### config.mk
export PLATFORM = sky130hd
export DESIGN_NAME = octal_counter
export DESIGN_NICKNAME = d
export VERILOG_FILES = /design/src/rtl/octal_counter.sv
export SDC_FILE = /design/constraint.sdc
export NUM_CORES = 1
export LEC_CHECK = 0
export ABC_AREA = 1
export ABC_CLOCK_PERIOD_IN_PS = 1000
export CELL_PAD_IN_SITES_DETAIL_PLACEMENT = 1
export CELL_PAD_IN_SITES_GLOBAL_PLACEMENT = 2
export CORE_AREA = 4 4 41 43
export CTS_CLUSTER_DIAMETER = 150
export DETAILED_ROUTE_END_ITERATION = 8
export DIE_AREA = 0 0 45 47
export GPL_TIMING_DRIVEN = 1
export PLACE_DENSITY = 0.45
export SETUP_SLACK_MARGIN = 0.05
export SLEW_MARGIN = 20
export SYNTH_ARGS = -nofsm -noshare
export SYNTH_HDL_FRONTEND = slang
export SYNTH_SLANG_ARGS = --single-unit
### constraint.sdc
create_clock -name clk -period 1 [get_ports clk]
set_input_delay 0.15 -clock clk [delete_from_list [all_inputs] [get_ports clk]]
set_output_delay 0.15 -clock clk [all_outputs]
set_load 0.01 [all_outputs]
### src/rtl/octal_counter.sv
// octal_counter: modulo-2**WIDTH up-counter with count enable and cascadable carry-out
module octal_counter #(
    parameter int WIDTH = 3
) (
    input  logic             clk,
    input  logic             rst,
    input  logic             en,
    output logic [WIDTH-1:0] cntr,
    output logic             cy
);
    logic [WIDTH-1:0] cntr_q, cntr_d;
    // next count: reset wins over enable, otherwise increment when enabled and hold when not
    always_comb cntr_d = !rst ? '0 : en ? cntr_q + WIDTH'(1) : cntr_q;
    // single count register, updated on every rising edge
    always_ff @(posedge clk) cntr_q <= cntr_d;
    assign cntr = cntr_q;
    assign cy   = rst & en & (&cntr_q);
endmodule

==> metrics, run 1 <==
final hold violation count 0; number of flip-flops in the largest register 3; ant diodes 0; CP Cell Sequence ha_4 -> ha_4 -> and3_4 -> buf_6; max-cap violations 0; post-synthesis adder-cell area fraction 17.4%; XOR/XNOR Fraction of Synth Area 0%; status finished with violations; CTS tree done; GP Congestion 0.617; die area 2120 um2; CP Data Required Time 0.85 ns; hpwl dp 382 um; vias in the first global route 220; io pins 7; main combinational cell family by area after synthesis simple AND/OR/NAND/NOR gates; initial antenna violation count 0; CP Data Arrival Time 1.12 ns; # port buffers 6; Most common cell on crit path ha_4; R2R setup slack 0 ns; design area 338 um2; r2r endpoint cntr[2]; min-delay src cntr[1]; worst slew pin tran 0.0912 ns; die width 45 um; Power per Cell Area 1350 nW/um2; Seq/Total Area, Yosys 41.7%; clock root cell clkbuf_4; final period utilization 127%; Layout Nets 41; Mapped Area 144 um2; CTS HTree Levels 1; GRT Util Overall 6.64%; first-pass GRT wire length 938 um; clk sinks 3; Die Ht 47 um; crit start category flip-flop; largest net degree at the start of global routing 7; worst r2r src cntr[0]; Syn Area/Cell 7.19 um2; post-route ant nets 0; Post-Route WL 475 um; simple-gate share of the synthesized area 35.7%; Routed wire per std cell 9.50 um; share of layout cells above drive strength 1 57.1%; Hold Crit Depth 3; setup ws final -0.274 ns; Syn Nets 25; core area 1300 um2; Vias/cell 3.70; clock slew seen by the registers of the worst setup and hold paths 0.04 ns; critical path fanouts, max 2; Max Fclk 0.785 GHz; final setup TNS -0.278 ns; YS warnings 0; drt drc 0; worst hold endpoint cntr[1]; Gate Count Post-Synth 20; Relative slew margins 93.9%; crit path max-delay cell type dfxtp_4; placed instance area 295 um2; clock skew 0.00233 ns; GRT Residual Overflow 0; Syn-to-layout area delta 135%; via count 185; leading cell types in the layout, fill and taps excluded nor2_1 (6), buf_6 (6), nand2_1 (5); compound-cell area share of the yosys netlist 0%; RSZ-0062 raised after global routing true; 1st-iter DRT viols 1; Pwr Total 456 uW; CTS Buf Count 3; initial core utilization 11.1%; Synth Register Bits 3; TritonRoute pass-1 iters 2; post-route minimum period 1.27 ns; failing checks setup timing; # setup viols final 2; Setup crit end kind primary output; Crit path largest cell delay 0.34 ns; CP Class flip-flop to primary output; Clock Path Buffers 2; Skew-Pair Late Insertion Delay 0.23 ns; proportion of synthesized area in mux cells 0%; FF-to-FF path depth 6; P_leak 0.000156 uW; FP Rows 13; VDD IR max 0.686 mV; HP Class flip-flop to flip-flop; Synth cell types 6; Slew Viols, Final 0
==> routing by layer <==
layer  global-route usage, %  vias up  share of wire (%)
met5                       0        -                  0
met4                    1.75        0                  0
met3                    6.51        0                 13
met2                    9.60        8                 51
met1                    6.83       86                 36
li1                        -       91                  -
==> where the power goes <==
group | leakage (uW) | switching [uW] | total, uW | internal [uW]
combinational | 0.000114 | 41.4 | 104 | 62.9
clock | 0.0000150 | 60.3 | 210 | 149
sequential | 0.0000261 | 11.1 | 142 | 131
total | 0.000156 | 113 | 456 | 344
==> cell families after synthesis <==
kind of cell | Yosys count
adders and majority gates | 2
buffers and inverters | 2
DFF | 3
and+or+nand+nor | 13
==> worst max-delay path by stage <==
stage / cells past startpoint / endpoint / startpoint
2_1_floorplan: 6 / cntr[2] / cntr[0]
3_3_place_gp: 3 / cy / en
3_5_place_dp: 3 / cy / en
4_1_cts: 4 / cy / cntr[0]
5_1_grt: 4 / cy / cntr[0]
6_report: 4 / cy / cntr[0]
==> cells in the mapped netlist <==
| library cell | number | share of area [%] |
|---|---|---|
| nand2_1 | 6 | 16 |
| nor2_1 | 6 | 16 |
| dfxtp_1 | 3 | 42 |
| ha_1 | 2 | 17 |
| inv_1 | 2 | 5.2 |
| and3_1 | 1 | 4.4 |
==> stage by stage <==
stage / utilization, % / hold WS [ns] / std cells / setup WS [ns]
after floorplan: - / 0.261 / 20 / 0.0235
after global placement: 22.7 / 0.586 / 46 / -0.488
after detailed placement: 22.7 / 0.604 / 46 / -0.481
after CTS: 26.6 / 0.613 / 51 / -0.295
after global routing: 26.0 / 0.632 / 50 / -0.310
final: 26.0 / 0.608 / 50 / -0.274
==> layout make-up <==
class | count | area [um2]
Clock buffer | 4 | 26.3
Inverter | 2 | 7.51
Timing Repair Buffer | 11 | 110
Tap cell | 15 | 18.8
Multi-Input combinational cell | 15 | 109
Fill cell | 163 | 963
Sequential cell | 3 | 66.3
==> what timing repair did <==
| item | in CTS | in global routing |
|---|---|---|
| resized for setup | 25 | 1 |
| setup buffers | 1 | 1 |
| hold buffers | 0 | 0 |
| setup endpoints to repair | 5 | 5 |
==> worst max-delay path: cells and delay by family (launching register included) <==
family | cells | cell delay (ns)
fa+ha+maj | 2 | 0.30
buf+inv | 1 | 0.11
flops | 1 | 0.34
simple gates | 1 | 0.14
Note: power is estimated with default switching activity, not from simulation.
==> run 2, diff against run 1 <==
ABC_CLOCK_PERIOD_IN_PS = not set   (was 1000)
==> results of run 2 <==
The final DEF is identical to that of run 1; final timing and power are the same.
==> variant 1, RTL diff (settings of run 1) <==
The parameter `WIDTH` goes from 3 to 6.
--- a/src/rtl/octal_counter.sv
+++ b/src/rtl/octal_counter.sv
@@ -1,5 +1,5 @@
 // octal_counter: modulo-2**WIDTH up-counter with count enable and cascadable carry-out
 module octal_counter #(
-    parameter int WIDTH = 3
+    parameter int WIDTH = 6
 ) (
     input  logic             clk,
Interface: changed (resized cntr); port bits go from 7 to 10. No check against the original RTL was run, so the function may have changed too.
==> variant 1 against run 1 <==
- the flow still finishes with violations (negative setup slack)
- sequential cell count increased by 3
- synthesized area increased by 88%
- clock power increased by 2%
- cell count increased by 60%
- power increased by 29%
- routed wire length increased by 86%
- worst setup slack got worse by 0.017 ns
- final area increased by 77%
- non-clock buffer count increased by 14
==> variant 1: results (changes against run 1) <==
- The length of routed met3 wiring came to 36 microns (was 60 microns).
- The final worst clock skew is 0.00411 ns (was 0.00233 ns).
- Violations in the final reports: negative setup slack (unchanged)
* Synthesized-area fraction occupied by adder cells: 4.63% (was 17.4%)
* Final Wtd Congestion: 0.716 (was 0.617)
- Number of flip-flops under the largest register name: 6 (was 3)
* Syn avg cell area: 7.30 sq um (was 7.19 sq um)
- Min setup slack post-route: -0.291 ns (was -0.274 ns)
* First-pass GRT wire length: 1520 microns (was 938 microns)
- The final-report setup violation count is 6 (was 2).
- The number of setup buffers added after CTS came to 5 (was 1).
* Total length of routed met2 wires: 463 microns (was 242 microns)
- Final non-filler cell total: 80 (was 50)
- Net Switching: 0.000135 W (was 0.000113 W)
* Portion of total power attributed to combinational logic: 19.7% (was 22.9%)
* Count of instances resized after the clock tree is built: 47 (was 25)
- Max Used Layer: met4 (was met3)
- Share of post-route cells with drive strength above 1: 63.1% (was 57.1%)
* LEAKAGE: 0.269 nW (was 0.156 nW)
- Largest cells by area after synthesis: sky130_fd_sc_hd__dfxtp_1, sky130_fd_sc_hd__nand2_1, sky130_fd_sc_hd__nor2_1 (was sky130_fd_sc_hd__dfxtp_1, sky130_fd_sc_hd__ha_1, sky130_fd_sc_hd__nand2_1).
- Leading post-synthesis cells by instance count: sky130_fd_sc_hd__nand2_1, sky130_fd_sc_hd__dfxtp_1, sky130_fd_sc_hd__nor2_1 (was sky130_fd_sc_hd__nand2_1, sky130_fd_sc_hd__nor2_1, sky130_fd_sc_hd__dfxtp_1)
* Hold Path Origin: cntr[4] (was cntr[1])
- Total via count after detailed routing: 332 (was 185)
* Final WL: 884 microns (was 475 microns)
- Overall routing resource usage: 10.7% (was 6.64%)
- The via count of the first global-routing pass was 376 (was 220).
- The met1 demand-to-capacity share in global routing was 10.5% (was 6.83%).
- The clock network fraction of total power is 36.7% (was 45.9%).
- Peak supply drop: 0.000573 V (was 0.000686 V)
* Dpl hpwl: 653 microns (was 382 microns)
- The final layout net count was 71 (was 41).
* Number of optimization iterations in the first detailed-route pass: 3 (was 2)
- Run status: finished, violations left (unchanged)
variant 1: changes by cell type after synthesis, moves of 2 or more:
| cell | change |
|---|---|
| sky130_fd_sc_hd__dfxtp_1 | +3 |
| sky130_fd_sc_hd__nand2_2 | +2 |
| sky130_fd_sc_hd__o21ai_0 | +3 |
| sky130_fd_sc_hd__nand2_1 | +3 |
| sky130_fd_sc_hd__a21oi_1 | +4 |
variant 1: layout make-up:
| class | count | area (sq um) |
|---|---|---|
| Fill cell | 159 | 703 |
| Timing Repair Buffer | 25 | 239 |
| Multi-Input combinational cell | 28 | 174 |
| Sequential cell | 6 | 133 |
| Clock buffer | 3 | 22.5 |
| Tap cell | 15 | 18.8 |
| Inverter | 3 | 11.3 |
variant 1: final timing paths:
check,cells past startpoint,endpoint,slack [ns]
min reg2reg,3,cntr[4],0.53
min,3,cntr[4],0.53
max reg2reg,7,cntr[2],-0.17
max,6,cy,-0.29
==> variant 2, RTL diff (config.mk and constraints of run 1) <==
Without the edit above. Put a register stage on the output `cy`. The value now appears one clock later. The other outputs are not delayed to match.
--- a/src/rtl/octal_counter.sv
+++ b/src/rtl/octal_counter.sv
@@ -15,5 +15,7 @@
     always_ff @(posedge clk) cntr_q <= cntr_d;
     assign cntr = cntr_q;
-    assign cy   = rst & en & (&cntr_q);
+    always_ff @(posedge clk) begin
+        cy <= rst & en & (&cntr_q);
+    end
 endmodule
 
Check against the original RTL: not equivalent (Yosys sat finds a counterexample within 10 cycles, from zero or initial values and one cycle with rst low).
==> variant 2 against run 1 <==
- the flow still finishes with violations (negative setup slack)
- die area unchanged
- global-route usage down 1.7 points
- sequential share of layout area up 9.3 points
- worst setup slack better by 0.27 ns
- synthesized area up 14%
- power up 5.5%
- routed wire length down 9.9%
- final area down 13%
- synthesized cell count up 5.0%
- sequential cell count up 1
- non-clock buffer count down 3
- critical path type is now reg2reg
- critical endpoint is now cntr[2]
==> variant 2: results (changes against run 1) <==
* Worst Path Max Fanout: 3 (was 2)
* Internal power: 0.000360 W (was 0.000344 W)
- Violations in the final reports: negative setup slack (unchanged)
- Fin util: 22.6% (was 26.0%)
* First-pass GRT wire length: 655 microns (was 938 microns)
- Non-clock buffer share: 18.7% (was 32.6%)
- The area taken by flip-flops and latches was 85.1 sq um (was 66.3 sq um).
- The number of inserted filler cells in the final layout was 170 (was 163).
- The library cell used as clock root buffer was sky130_fd_sc_hd__clkbuf_4 (unchanged).
* Violation count after the first detailed-route iteration: 0 (was 1)
- The final RePlAce weighted congestion is 0.669 (was 0.617).
* Peak supply drop: 0.000290 V (was 0.000686 V)
- The final sum of negative setup slack came to -0.00146 ns (was -0.278 ns).
- The number of cells produced by synthesis is 21 (was 20).
* Final non-filler cell total: 48 (was 50)
- Kind of cell adding the most delay to the critical path: adder cells (was flip-flops)
* Final net count: 39 (was 41)
* Cells after DPL: 43 (was 46)
- The total iterations of the first detailed-routing run is 1 (was 2).
* Multi-input gate share of total cell area: 34.5% (was 32.2%)
* Clock-cell share: 8.94% (was 7.78%)
- The via count of the first global-routing pass is 161 (was 220).
* Dpl hpwl: 338 microns (was 382 microns)
- The flip-flop count of the largest register after layout came to 3 (unchanged).
- The least setup slack across all paths after layout came to -0.00146 ns (was -0.274 ns).
- The combinational cell fraction of total power was 15.4% (was 22.9%).
- The buffer levels on the longest clock path came to 2 (unchanged).
* Count of flip-flops and latches: 4 (was 3)
* Synthesized-area fraction occupied by adder cells: 15.3% (was 17.4%)
- The wire length after detailed routing was 428 microns (was 475 microns).
- The worst setup slack before clock tree synthesis is -0.0806 ns (was -0.481 ns).
* Overall power after layout: 0.000482 W (was 0.000456 W)
* Maximum number of pins on one net before global-route repair: 8 (was 7)
- The layout cell share with drive strength beyond 1 came to 42.4% (was 57.1%).
- The number of buffers created by CTS is 3 (unchanged).
* Avg Vias per Cell: 3.65 (was 3.70)
- Sequential area share after synthesis: 48.9% (was 41.7%)
- LEAKAGE: 0.143 nW (was 0.156 nW)
- Leading post-synthesis cells by instance count: sky130_fd_sc_hd__nand2_1, sky130_fd_sc_hd__nor2_1, sky130_fd_sc_hd__dfxtp_1 (unchanged)
- Overall routing resource usage: 4.97% (was 6.64%)
* Instance area at placement: 280 sq um (was 295 sq um)
- The final worst clock skew was 0.00587 ns (was 0.00233 ns).
- The total nets after synthesis is 26 (was 25).
- Seq pwr share: 37.3% (was 31.2%)
- The final-report setup violation count came to 1 (was 2).
- Run status: finished, violations left (unchanged).
- Largest cells by area after synthesis: sky130_fd_sc_hd__dfxtp_1, sky130_fd_sc_hd__ha_1, sky130_fd_sc_hd__nand2_1 (unchanged).
* Number of buffers outside the clock class in the layout: 8 (was 11)
- The worst hold path cell count came to 2 (was 3).
- The arrival time of data at the critical path endpoint came to 1.18 ns (was 1.12 ns).
- Worst Tran Pin Value: 0.238 ns (was 0.0912 ns)
* Number of antenna violations at the first check in global routing: 0 (unchanged)
## variant 2: cell count changes after synthesis, sizes merged
cell,delta
dfxtp,+1
## variant 2: worst paths after layout
path                            startpoint  endpoint  slack (ns)
worst min-delay path               cntr[1]   cntr[1]        0.49
worst max-delay path               cntr[0]   cntr[2]      -0.001
worst min register to register     cntr[1]   cntr[1]        0.49
worst max register to register     cntr[0]   cntr[2]      -0.001
## variant 2: timing repair
action | 4_1_cts | 5_1_grt
endpoints found under the hold margin | 0 | 0
endpoints found under the setup margin | 5 | 4
buffers inserted | 0 | 1
resized for setup | 13 | 2
## variant 2: cell families after synthesis
kind of cell | count (synthesis)
buf+inv | 2
flops | 4
fa+ha+maj | 2
simple gates | 13
## variant 2: per-layer routing
layer	global-route usage, %	vias up	share of wire, %
met3	3.45	0	13
met2	6.50	6	48
li1	-	88	-
met1	4.31	81	39
met5	0	-	0
met4	7.02	0	0
